[config.mk]
export PLATFORM = sky130hd
export DESIGN_NAME = control_unit
export DESIGN_NICKNAME = d
export VERILOG_FILES = /design/src/rtl/cpu_pkg.sv /design/src/rtl/ctrl_decode.sv /design/src/rtl/control_unit.sv
export SDC_FILE = /design/constraint.sdc
export NUM_CORES = 1
export LEC_CHECK = 0
export CAP_MARGIN = 10
export CORE_UTILIZATION = 42
export DETAILED_ROUTE_END_ITERATION = 10
export PLACE_DENSITY = 0.91
export SLEW_MARGIN = 10
export SYNTH_ARGS = -nofsm -noshare
export SYNTH_HDL_FRONTEND = slang
export SYNTH_HIERARCHICAL = 1
export SYNTH_SLANG_ARGS = --single-unit
[constraint.sdc]
create_clock -name clock -period 7.27 [get_ports clock]
set_input_delay 1.454 -clock clock [delete_from_list [all_inputs] [get_ports clock]]
set_output_delay 1.454 -clock clock [all_outputs]
set_load 0.02 [all_outputs]
[src/rtl/cpu_pkg.sv]
// Shared definitions for the three-bus CPU control path: opcodes, ALU codes,
// sequencer states, decoded instruction classes and the control-strobe bundle.
package cpu_pkg;

  localparam int OPW = 5;

  localparam logic [OPW-1:0] OP_LD   = 5'b00000;
  localparam logic [OPW-1:0] OP_LDI  = 5'b00001;
  localparam logic [OPW-1:0] OP_ST   = 5'b00010;
  localparam logic [OPW-1:0] OP_ADD  = 5'b00011;
  localparam logic [OPW-1:0] OP_SUB  = 5'b00100;
  localparam logic [OPW-1:0] OP_AND  = 5'b00101;
  localparam logic [OPW-1:0] OP_OR   = 5'b00110;
  localparam logic [OPW-1:0] OP_ADDI = 5'b01100;
  localparam logic [OPW-1:0] OP_ANDI = 5'b01101;
  localparam logic [OPW-1:0] OP_ORI  = 5'b01110;
  localparam logic [OPW-1:0] OP_BR   = 5'b10010;
  localparam logic [OPW-1:0] OP_JR   = 5'b10100;
  localparam logic [OPW-1:0] OP_NOP  = 5'b11010;
  localparam logic [OPW-1:0] OP_HALT = 5'b11011;

  // The ALU understands the register-register opcodes directly.
  localparam logic [OPW-1:0] ALU_ADD = OP_ADD;
  localparam logic [OPW-1:0] ALU_AND = OP_AND;
  localparam logic [OPW-1:0] ALU_OR  = OP_OR;

  typedef enum logic [3:0] {
    S_RESET,
    S_T0,
    S_T1,
    S_T2,
    S_T3,
    S_T4,
    S_T5,
    S_T6,
    S_T7,
    S_HALT
  } state_e;

  typedef enum logic [3:0] {
    CLS_ALU,
    CLS_IMM,
    CLS_LDI,
    CLS_LD,
    CLS_ST,
    CLS_BR,
    CLS_JR,
    CLS_NOP,
    CLS_HALT,
    CLS_ILLEGAL
  } iclass_e;

  typedef struct packed {
    logic           pc_out;
    logic           zlow_out;
    logic           mdr_out;
    logic           c_out;
    logic           pc_in;
    logic           ir_in;
    logic           mar_in;
    logic           mdr_in;
    logic           y_in;
    logic           z_in;
    logic           con_in;
    logic           inc_pc;
    logic           gra;
    logic           grb;
    logic           grc;
    logic           r_in;
    logic           r_out;
    logic           ba_out;
    logic [OPW-1:0] alu_op;
    logic           read;
    logic           write;
  } ctrl_t;

  function automatic logic [OPW-1:0] imm_alu_op(input logic [OPW-1:0] opcode);
    case (opcode)
      OP_ANDI: return ALU_AND;
      OP_ORI:  return ALU_OR;
      default: return ALU_ADD;
    endcase
  endfunction

endpackage

[src/rtl/ctrl_decode.sv]
// Opcode classifier: maps IR[31:27] to an instruction class and the ALU code
// used by that class's arithmetic step.
module ctrl_decode
  import cpu_pkg::*;
(
  input  logic [OPW-1:0] opcode_i,
  output iclass_e        cls_o,
  output logic [OPW-1:0] alu_op_o
);

  always_comb begin
    // NOTE: both outputs get a default before the case so every path assigns
    // them; leaving one unassigned on some path would infer a latch.
    cls_o    = CLS_ILLEGAL;
    alu_op_o = ALU_ADD;
    case (opcode_i)
      OP_ADD, OP_SUB, OP_AND, OP_OR: begin
        cls_o    = CLS_ALU;
        alu_op_o = opcode_i;
      end
      OP_ADDI, OP_ANDI, OP_ORI: begin
        cls_o    = CLS_IMM;
        alu_op_o = imm_alu_op(opcode_i);
      end
      OP_LDI:  cls_o = CLS_LDI;
      OP_LD:   cls_o = CLS_LD;
      OP_ST:   cls_o = CLS_ST;
      OP_BR:   cls_o = CLS_BR;
      OP_JR:   cls_o = CLS_JR;
      OP_NOP:  cls_o = CLS_NOP;
      OP_HALT: cls_o = CLS_HALT;
      default: ;
    endcase
  end

endmodule

[src/rtl/control_unit.sv]
// Hardwired fetch/execute sequencer for the three-bus datapath: one state per
// clock, Moore strobes except the br PC update and memory-wait advance.
module control_unit
  import cpu_pkg::*;
(
  input  logic           clock,
  input  logic           reset,
  input  logic [31:0]    ir,
  input  logic           con_ff,
  input  logic           mem_ready,
  input  logic           stop,
  output logic           PCout,
  output logic           Zlowout,
  output logic           MDRout,
  output logic           Cout,
  output logic           PCin,
  output logic           IRin,
  output logic           MARin,
  output logic           MDRin,
  output logic           Yin,
  output logic           Zin,
  output logic           CONin,
  output logic           IncPC,
  output logic           Gra,
  output logic           Grb,
  output logic           Grc,
  output logic           Rin,
  output logic           Rout,
  output logic           BAout,
  output logic [OPW-1:0] alu_op,
  output logic           Read,
  output logic           Write,
  output logic           run,
  output logic           illegal
);

  state_e         state_q, state_d;
  iclass_e        cls;
  logic [OPW-1:0] cls_alu_op;
  ctrl_t          ctrl;
  logic           illegal_pulse;
  state_e         end_state;

  // Register fields are consumed by the select/encode logic, not here.
  logic unused_ir_fields;
  assign unused_ir_fields = ^ir[26:0];

  ctrl_decode u_decode (
    .opcode_i (ir[31:27]),
    .cls_o    (cls),
    .alu_op_o (cls_alu_op)
  );

  // stop is only honoured on the final step of an instruction.
  assign end_state = stop ? S_HALT : S_T0;

  always_ff @(posedge clock) begin
    // NOTE: sequential state uses non-blocking assignment so every flop samples
    // pre-edge values; reset is synchronous and only the state register needs it.
    if (reset) state_q <= S_RESET;
    else       state_q <= state_d;
  end

  always_comb begin
    state_d       = state_q;
    ctrl          = '0;
    illegal_pulse = 1'b0;
    case (state_q)
      S_RESET: state_d = S_T0;
      S_T0: begin
        ctrl.pc_out = 1'b1;
        ctrl.mar_in = 1'b1;
        ctrl.inc_pc = 1'b1;
        ctrl.z_in   = 1'b1;
        state_d     = S_T1;
      end
      S_T1: begin
        ctrl.zlow_out = 1'b1;
        ctrl.pc_in    = 1'b1;
        ctrl.read     = 1'b1;
        ctrl.mdr_in   = 1'b1;
        if (mem_ready) state_d = S_T2;
      end
      S_T2: begin
        ctrl.mdr_out = 1'b1;
        ctrl.ir_in   = 1'b1;
        state_d      = S_T3;
      end
      S_T3: begin
        state_d = S_T4;
        case (cls)
          CLS_ALU, CLS_IMM: begin
            ctrl.grb   = 1'b1;
            ctrl.r_out = 1'b1;
            ctrl.y_in  = 1'b1;
          end
          CLS_LDI, CLS_LD, CLS_ST: begin
            ctrl.grb    = 1'b1;
            ctrl.ba_out = 1'b1;
            ctrl.y_in   = 1'b1;
          end
          CLS_BR: begin
            ctrl.gra    = 1'b1;
            ctrl.r_out  = 1'b1;
            ctrl.con_in = 1'b1;
          end
          CLS_JR: begin
            ctrl.gra   = 1'b1;
            ctrl.r_out = 1'b1;
            ctrl.pc_in = 1'b1;
            state_d    = end_state;
          end
          CLS_HALT: state_d = S_HALT;
          CLS_ILLEGAL: begin
            illegal_pulse = 1'b1;
            state_d       = end_state;
          end
          default: state_d = end_state;
        endcase
      end
      S_T4: begin
        state_d = S_T5;
        case (cls)
          CLS_ALU: begin
            ctrl.grc    = 1'b1;
            ctrl.r_out  = 1'b1;
            ctrl.alu_op = cls_alu_op;
            ctrl.z_in   = 1'b1;
          end
          CLS_IMM, CLS_LDI, CLS_LD, CLS_ST: begin
            ctrl.c_out  = 1'b1;
            ctrl.alu_op = cls_alu_op;
            ctrl.z_in   = 1'b1;
          end
          CLS_BR: begin
            ctrl.pc_out = 1'b1;
            ctrl.y_in   = 1'b1;
          end
          default: state_d = S_T0;
        endcase
      end
      S_T5: begin
        case (cls)
          CLS_ALU, CLS_IMM, CLS_LDI: begin
            ctrl.zlow_out = 1'b1;
            ctrl.gra      = 1'b1;
            ctrl.r_in     = 1'b1;
            state_d       = end_state;
          end
          CLS_LD, CLS_ST: begin
            ctrl.zlow_out = 1'b1;
            ctrl.mar_in   = 1'b1;
            state_d       = S_T6;
          end
          CLS_BR: begin
            ctrl.c_out  = 1'b1;
            ctrl.alu_op = cls_alu_op;
            ctrl.z_in   = 1'b1;
            state_d     = S_T6;
          end
          default: state_d = S_T0;
        endcase
      end
      S_T6: begin
        case (cls)
          CLS_LD: begin
            ctrl.read   = 1'b1;
            ctrl.mdr_in = 1'b1;
            if (mem_ready) state_d = S_T7;
          end
          CLS_ST: begin
            ctrl.gra    = 1'b1;
            ctrl.r_out  = 1'b1;
            ctrl.mdr_in = 1'b1;
            state_d     = S_T7;
          end
          CLS_BR: begin
            ctrl.zlow_out = con_ff;
            ctrl.pc_in    = con_ff;
            state_d       = end_state;
          end
          default: state_d = S_T0;
        endcase
      end
      S_T7: begin
        case (cls)
          CLS_LD: begin
            ctrl.mdr_out = 1'b1;
            ctrl.gra     = 1'b1;
            ctrl.r_in    = 1'b1;
            state_d      = end_state;
          end
          CLS_ST: begin
            ctrl.write = 1'b1;
            if (mem_ready) state_d = end_state;
          end
          default: state_d = S_T0;
        endcase
      end
      S_HALT:  state_d = S_HALT;
      default: state_d = S_RESET;
    endcase
  end

  assign PCout   = ctrl.pc_out;
  assign Zlowout = ctrl.zlow_out;
  assign MDRout  = ctrl.mdr_out;
  assign Cout    = ctrl.c_out;
  assign PCin    = ctrl.pc_in;
  assign IRin    = ctrl.ir_in;
  assign MARin   = ctrl.mar_in;
  assign MDRin   = ctrl.mdr_in;
  assign Yin     = ctrl.y_in;
  assign Zin     = ctrl.z_in;
  assign CONin   = ctrl.con_in;
  assign IncPC   = ctrl.inc_pc;
  assign Gra     = ctrl.gra;
  assign Grb     = ctrl.grb;
  assign Grc     = ctrl.grc;
  assign Rin     = ctrl.r_in;
  assign Rout    = ctrl.r_out;
  assign BAout   = ctrl.ba_out;
  assign alu_op  = ctrl.alu_op;
  assign Read    = ctrl.read;
  assign Write   = ctrl.write;
  assign run     = (state_q != S_RESET) && (state_q != S_HALT);
  assign illegal = illegal_pulse;

endmodule

# Word level (Yosys, flattened, before mapping)
# Cells that the tools add are included.
# totals
in_bits	37
output_inout_bits	27
ff_bits	4
# classes
n_mux	51
eq_ne	34
n_reduce_logical	17
# op_table
cell	count
$pmux 4 s10	1
$pmux 4 s9	1
$eq 4x3->1 const B	7
$pmux 4 s2	3
$mux 1	22
$eq 5x5->1 const B	4
$pmux 5 s2	2
$eq 4x2->1 const B	4
$eq 4x4->1 const B	4
$mux 4	4
$pmux 1 s2	8
$eq 5x3->1 const B	3
$eq 5x4->1 const B	3
$pmux 1 s3	4
$pmux 4 s3	1
$reduce_or 3->1	4
$reduce_or 4->1	3
$eq 5x2->1 const B	2
$mux 5	2
$eq 4x1->1 const B	2
$logic_not 4->1	2
$ne 3x3->1 const B	2
$pmux 3 s2	1
$reduce_or 6->1	1
other kinds (11)	12

# Longest topological paths before layout
# Gate-level depths: netlist of the first run.
# depth
depth_word	7
ltp_mapped	10
ltp_nobuf	8

# Modules after synthesis
# Netlist of the first run, hierarchy kept.
# modules_own_cells
module	area_each_um2	seq_area_each_um2	instances	cells_per_inst
control_unit	915.9	80.1	1	136
ctrl_decode	198.9	0.0	1	35

# Worst setup path before layout of the first run
# OpenSTA, ideal clock, no wires.
# synth_timing
path_type	input to output
startpoint	input ir[30]
endpoint	output Cout
required_time_ns	5.816
n_path_buf	2
path_stages	8
t_arrival_ns	3.469
slack_ns	2.347
cell_sequence	clkbuf_1 nor2_1 a311oi_1 buf_4 nand2_1 o22ai_1 a21oi_1 a211oi_1
# synth_between
elab_chain_len	7
elab_cells_between_ends	26
classes_between	eq/ne: 18; mux: 4; reduce/logical: 4
# synth_lines
item	line_no	text
from (decl)	control_unit.sv:8	input logic [31:0] ir,
$eq 5x2->1 (tied with other cells)	ctrl_decode.sv:16	case (opcode_i)
$reduce_or 4->1 / $reduce_or 3->1 (equally long branches)	ctrl_decode.sv:16	
$pmux 4 s9 (*)	ctrl_decode.sv:16	
via cls[0]	control_unit.sv:38	iclass_e cls;
$eq 4x3->1 (tied with other cells)	control_unit.sv:123	case (cls)
$reduce_or 4->1	--	
$mux 1	control_unit.sv:123	
$pmux 1 s2 (*)	control_unit.sv:68	case (state_q)
to (decl)	control_unit.sv:15	output logic Cout,
# The timed path passes the listed nets; every way through them passes the cells marked *.

# Worst setup path after layout of the first run
# layout_timing
startpoint	input ir[28]
endpoint	output Zlowout
# layout_between
elab_chain_len	7
elab_cells_between_ends	27
classes_between	eq/ne: 18; mux: 4; reduce/logical: 5
# layout_lines
item	line_no	text
$eq 5x2->1 (tied with other cells)	ctrl_decode.sv:16	
$reduce_or 4->1 / $reduce_or 3->1 (equally long branches)	ctrl_decode.sv:16	
$pmux 4 s9 (*)	ctrl_decode.sv:16	
via cls[1]	control_unit.sv:38	
$eq 4x3->1 (tied with other cells)	control_unit.sv:143	case (cls)
$reduce_or 5->1 (no source line)	--	
$mux 1	control_unit.sv:143	
$pmux 1 s3 (*)	control_unit.sv:68	
to (decl)	control_unit.sv:13	output logic Zlowout,
# Marks and branches as above.

==> results of run 1 <==
-- cell type report --
cell class              instances  area, sq um  area share
multi-input cells             141          905       0.629
repair buffers                 36          355       0.247
flip-flops and latches          4         80.1      0.0557
inverters                      10         37.5      0.0261
well taps                      30         37.5      0.0261
clock buffers                   3         22.5      0.0157
-- per-layer routing --
metal,share of wire,track usage,routed length [um]
met1,0.45,0.304,1320
met2,0.45,0.373,1330
met3,0.089,0.0316,262
met4,0.0082,0.0526,24
met5,0,0,0
-- metrics by stage --
stage / hold slack [ns] / instance area, sq um
after floorplan: 0.705 / 1120
after global placement: 0.775 / 1420
after detailed placement: 0.783 / 1420
after CTS: 0.790 / 1440
after global routing: 0.851 / 1440
final: 0.824 / 1440
-- tightest hold or removal path: cells and delay by family, from the launching register on --
kind	cells	cell delay [ns]
buf+inv	1	0.22
flops	1	0.46
compound gates	1	0.08
-- cell families (layout without fill, tap and decap cells) --
kind of cell    count (synthesis)  after routing
buf+inv                        27             49
compound gates                 48             48
mux                             2              2
flops                           4              4
other cells                     1              2
simple gates                   89             89
-- cells in the final DEF, fill, tap and decap left out, drive strengths merged, types with 4 or more instances in the layout --
master / count
nor2: 21
nand2: 18
and2: 6
nand2b: 6
o21ai: 10
dfxtp: 4
nor4b: 4
inv: 10
a21oi: 11
clkdlybuf4s50: 34
nor3: 9
-- report_power, final --
part           internal [uW]  total, uW  leakage (uW)  switching [uW]
combinational           55.3        120      0.000472            64.3
sequential              25.2       40.1     0.0000329            14.9
clock                   18.4       27.0     0.0000138            8.61
total                   99.0        187      0.000519            87.8
-- path summary, 6_finish.rpt --
kind | slack [ns] | to | startpoint | cells after the start
setup / recovery | 1.44 | Zlowout | ir[28] | 10
setup reg to reg | 5.41 | state_q[2] | state_q[2] | 5
hold / removal | 0.82 | state_q[3] | state_q[3] | 2
hold reg to reg | 0.82 | state_q[3] | state_q[3] | 2
==> results.toml, run 1 <==
[run_status]
status = "finished clean"

[flow_run]
cap_violations = 0

[floorplan]
die_w_um = 53.5
die_area_sq_um = 2860
ios = 64
die_h_um = 53.5
initial_utilization = 0.446
coreArea_sq_um = 2500
placementRows = 18

[synth]
yosys_warnings = 6
synth_adder_area_share = 0
ys_types = 56
yosysMostFrequentCell = "nor2_1"
synth_flop_cell = "dfxtp_1"
synthMuxAreaShare = 0.0202
synth_edf_count = 0
synthSimpleGateAreaFrac = 0.470
yosysTopAreaCell = "dfxtp_1"
synth-xor-area-share = 0
ys_async_sr_fraction = 0
ys_seq_elements = 4
syn-cell-area_sq_um = 1110
synth_area_per_cell_sq_um = 6.52
synth_common_cells = "21 x nor2_1, 18 x nand2_1, 10 x a21oi_1"
ys_seq_area_frac = 0.0718
synth-compound-area-share = 0.314
synth_cells = 171
synth_area_leaders = "dfxtp_1 7.2%, nor2_1 7.1%, nand2_1 6.1%"
synth_top_area_share = 0.0718
synth_top_family_by_area = "simple AND/OR/NAND/NOR gates"

[clock_network]
post_cts_buffers = 0
h-tree-depth = 1
clkSinkCount = 4
clkLatencyLatePin_ns = 0.23
clk_pin_slew_ns = 0.04
cts_buffers = 3
post_cts_resized = 0
hold_buffers = 0
cts_buffer_depth = 2
cts_tree = "built"
clock_tree.root_cell = "clkbuf_4"

[timing]
fin_skew_ns = 0.00327
post-route-period-util = 0.802
grt_setup_unrepaired = "no"
hold_violations = 0
max_freq_mhz = 172
tightest_slew_ns = 0.663
final-setup-viol-count = 0
layout_setup_ws_ns = 1.44
max_slew_margin = 0.557
maxSlewViolCount = 0
period_minus_slack_ns = 5.83
fin_tns_setup_ns = 0

[route]
post_drt_wl_per_cell_um = 13.1
first_pass_iters = 4
post-route-drc-count = 0
num_vias = 1349
drt_iter0_markers = 23
drtAntennaViolNets = 0
finalWirelength_um = 2940
via_per_inst = 6.02

[setup_path]
crit_family = "buffers and inverters"
crit_path_cell_trace = "clkdlybuf4s50_1 -> inv_2 -> nor4_1 -> a31o_1 -> nand2b_1 -> nor2_1 -> and4_1 -> o21ai_0 -> o21ai_0 -> clkdlybuf4s50_1"
slowest_delay_ns = 0.60
crit_slowest_cell = "clkdlybuf4s50_1"
endpoint_kind = "primary output"
crit_fanout = 17
critPathKind = "in2out"
worstSetupStartpointType = "input pin"
crit_required_ns = 5.82
critPathBufInv = 3
arrival_ns = 4.37

[placed_design]
dp_hpwl_um = 2100
place.port_buffers = 34
place.gp.congestion = 0.852
preCtsSetupSlack_ns = 1.45
post-place-cells = 221

[final_layout]
final_core_util = 0.575
nFillCells = 241
antenna_cells = 0
largest_register = "state_q"
fin_cells = 224
nNetsFinal = 233
drive_gt1_frac = 0.108
area_delta_synth_final_pct = 29.0
largest_reg_flops = 4
top_regs = "state_q (4)"

[power_and_ir_drop]
power.total_uw = 187
ir_drop_uv = 152
power.leakage_uw = 0.000519
p_per_area_nw_per_um2 = 130

[global_routing]
grt_usage = 0.225
grt-ovfl-total = 0
grt_pass1_vias = 1147
grt_max_degree = 22
antenna_found_initial = 0
grt_pass1_wl_um = 4890

[min_path]
min_path_type = "reg2reg"
Note: power is estimated with default switching activity, not from simulation.
==> inputs of run 2 (changes only) <==
- CORE_UTILIZATION: 42 -> 35
- PLACE_DENSITY: 0.91 -> 0.82
- clock period: 7.27 -> 5.3 ns (I/O delays scaled with it)
==> run 2 against run 1 <==
Effect of this change: register-to-register slack got worse by 2.0 ns; power increased by 36%; sequential power increased by 36%; utilization decreased by 9.0 points; clock-buffer cell count unchanged; clock power increased by 33%; via count decreased by 3.8%; die area increased by 19%.
==> results.toml, run 2 (synthesis results as in run 1) <==
[power_and_ir_drop]
power.leakage_uw = 0.000529
ir_drop_uv = 235
p_per_area_nw_per_um2 = 173

[global_routing]
grt_pass1_vias = 1081
grt_usage = 0.171
grt_max_degree = 22
grt-ovfl-total = 0
grt_pass1_wl_um = 4760
antenna_found_initial = 0

[clock_network]
clk_pin_slew_ns = 0.04
clkSinkCount = 4
hold_buffers = 0
cts_buffers = 3
clock_tree.root_cell = "clkbuf_4"
cts_buffer_depth = 2
post_cts_buffers = 0
post_cts_resized = 0
clkLatencyLatePin_ns = 0.23
cts_tree = "built"
h-tree-depth = 1

[final_layout]
final_core_util = 0.486
nNetsFinal = 235
final_cell_mix = "34 x clkdlybuf4s50_1, 21 x nor2_1, 18 x nand2_1"
largest_reg_flops = 4
top_regs = "state_q (4)"
drive_gt1_frac = 0.117
antenna_cells = 0
regArea_sq_um = 80.1
nFillCells = 314
multiInputGateArea_sq_um = 905
area_delta_synth_final_pct = 31.9
layout_commonest_cell = "clkdlybuf4s50_1"
largest_register = "state_q"

[setup_path]
arrival_ns = 3.93
crit_fanout = 15
r2r_slack_ns = 3.46
crit_path_cell_trace = "clkdlybuf4s50_1 -> inv_2 -> a2111oi_2 -> a311oi_1 -> buf_4 -> nor4b_2 -> nor2_1 -> or2_2 -> nor2_1 -> clkdlybuf4s50_1"
crit_family = "buffers and inverters"
endpoint_kind = "primary output"
crit_slowest_cell = "clkdlybuf4s50_1"
critPathBufInv = 4
critPathKind = "in2out"
crit_required_ns = 4.24
slowest_delay_ns = 0.62
worstSetupStartpointType = "input pin"

[floorplan]
coreArea_sq_um = 3030
die_h_um = 58.4
die_w_um = 58.4
placementRows = 20
die_area_sq_um = 3410
ios = 64
initial_utilization = 0.368

[timing]
final-setup-viol-count = 0
period_minus_slack_ns = 4.99
grt_setup_unrepaired = "no"
fin_tns_setup_ns = 0
tightest_slew_ns = 0.632
hold_violations = 0
fin_skew_ns = 0.00464
post-route-period-util = 0.941
max_freq_mhz = 201
maxSlewViolCount = 0
max_slew_margin = 0.578

[route]
drtAntennaViolNets = 0
post-route-drc-count = 0
num_vias = 1298
post_drt_wl_per_cell_um = 12.0
via_per_inst = 5.41
finalWirelength_um = 2880
drt_iter0_markers = 52
first_pass_iters = 4

[run_status]
status = "finished clean"

[placed_design]
dp_hpwl_um = 2130
place.port_buffers = 34
place.gp.congestion = 0.888

[flow_run]
cap_violations = 0

[min_path]
min_path_type = "reg2reg"
## run 2: changes by cell type in the layout (fill, tap and decap cells not counted)
| cell | delta |
|---|---|
| buf_4 | +2 |
## run 2: per-layer routing
| layer | GRT usage | vias to the layer above | part of all wire |
|---|---|---|---|
| met2 | 0.268 | 46 | 0.43 |
| met5 | 0 | - | 0 |
| li1 | - | 666 | - |
| met4 | 0.0136 | 0 | 0 |
| met3 | 0.0198 | 0 | 0.064 |
| met1 | 0.260 | 586 | 0.51 |
## run 2: worst min-delay path, delay by kind of cell, from the launching register on
kind | cells | cell delay (ns)
AO/OA/AOI/OAI | 1 | 0.08
buffers and inverters | 1 | 0.21
flip-flops | 1 | 0.47
## run 2: final cells by class
type                       instances  area share
timing repair buffer              38       0.252
inverter                          10      0.0255
sequential                         4      0.0545
multi-input combinational        141       0.615
clock buffer                       3      0.0153
tap                               44      0.0374
## run 2: metrics by stage
stage	hold WS (ns)	power, uW	setup WS (ns)	area (sq um)	cells
finish	0.820	254	0.313	1470	240
global route	0.853	273	0.0251	1470	240
CTS	0.787	255	0.325	1470	240
detailed placement	0.786	217	0.337	1450	237
global placement	0.777	215	0.338	1450	237
floorplan	0.705	161	1.16	1120	172
## run 2: final timing paths
path                   start          to  depth (start not counted)
setup / recovery      ir[27]       BAout                         10
hold reg to reg   state_q[3]  state_q[3]                          2
setup reg to reg  state_q[2]  state_q[2]                          5
hold / removal    state_q[3]  state_q[3]                          2
## run 2: power breakdown
| group | total [uW] | switching, uW | leakage, uW | internal (uW) |
|---|---|---|---|---|
| sequential | 54.4 | 19.8 | 0.0000329 | 34.6 |
| combinational | 164 | 87.0 | 0.000483 | 76.8 |
| clock | 35.9 | 10.7 | 0.0000138 | 25.2 |
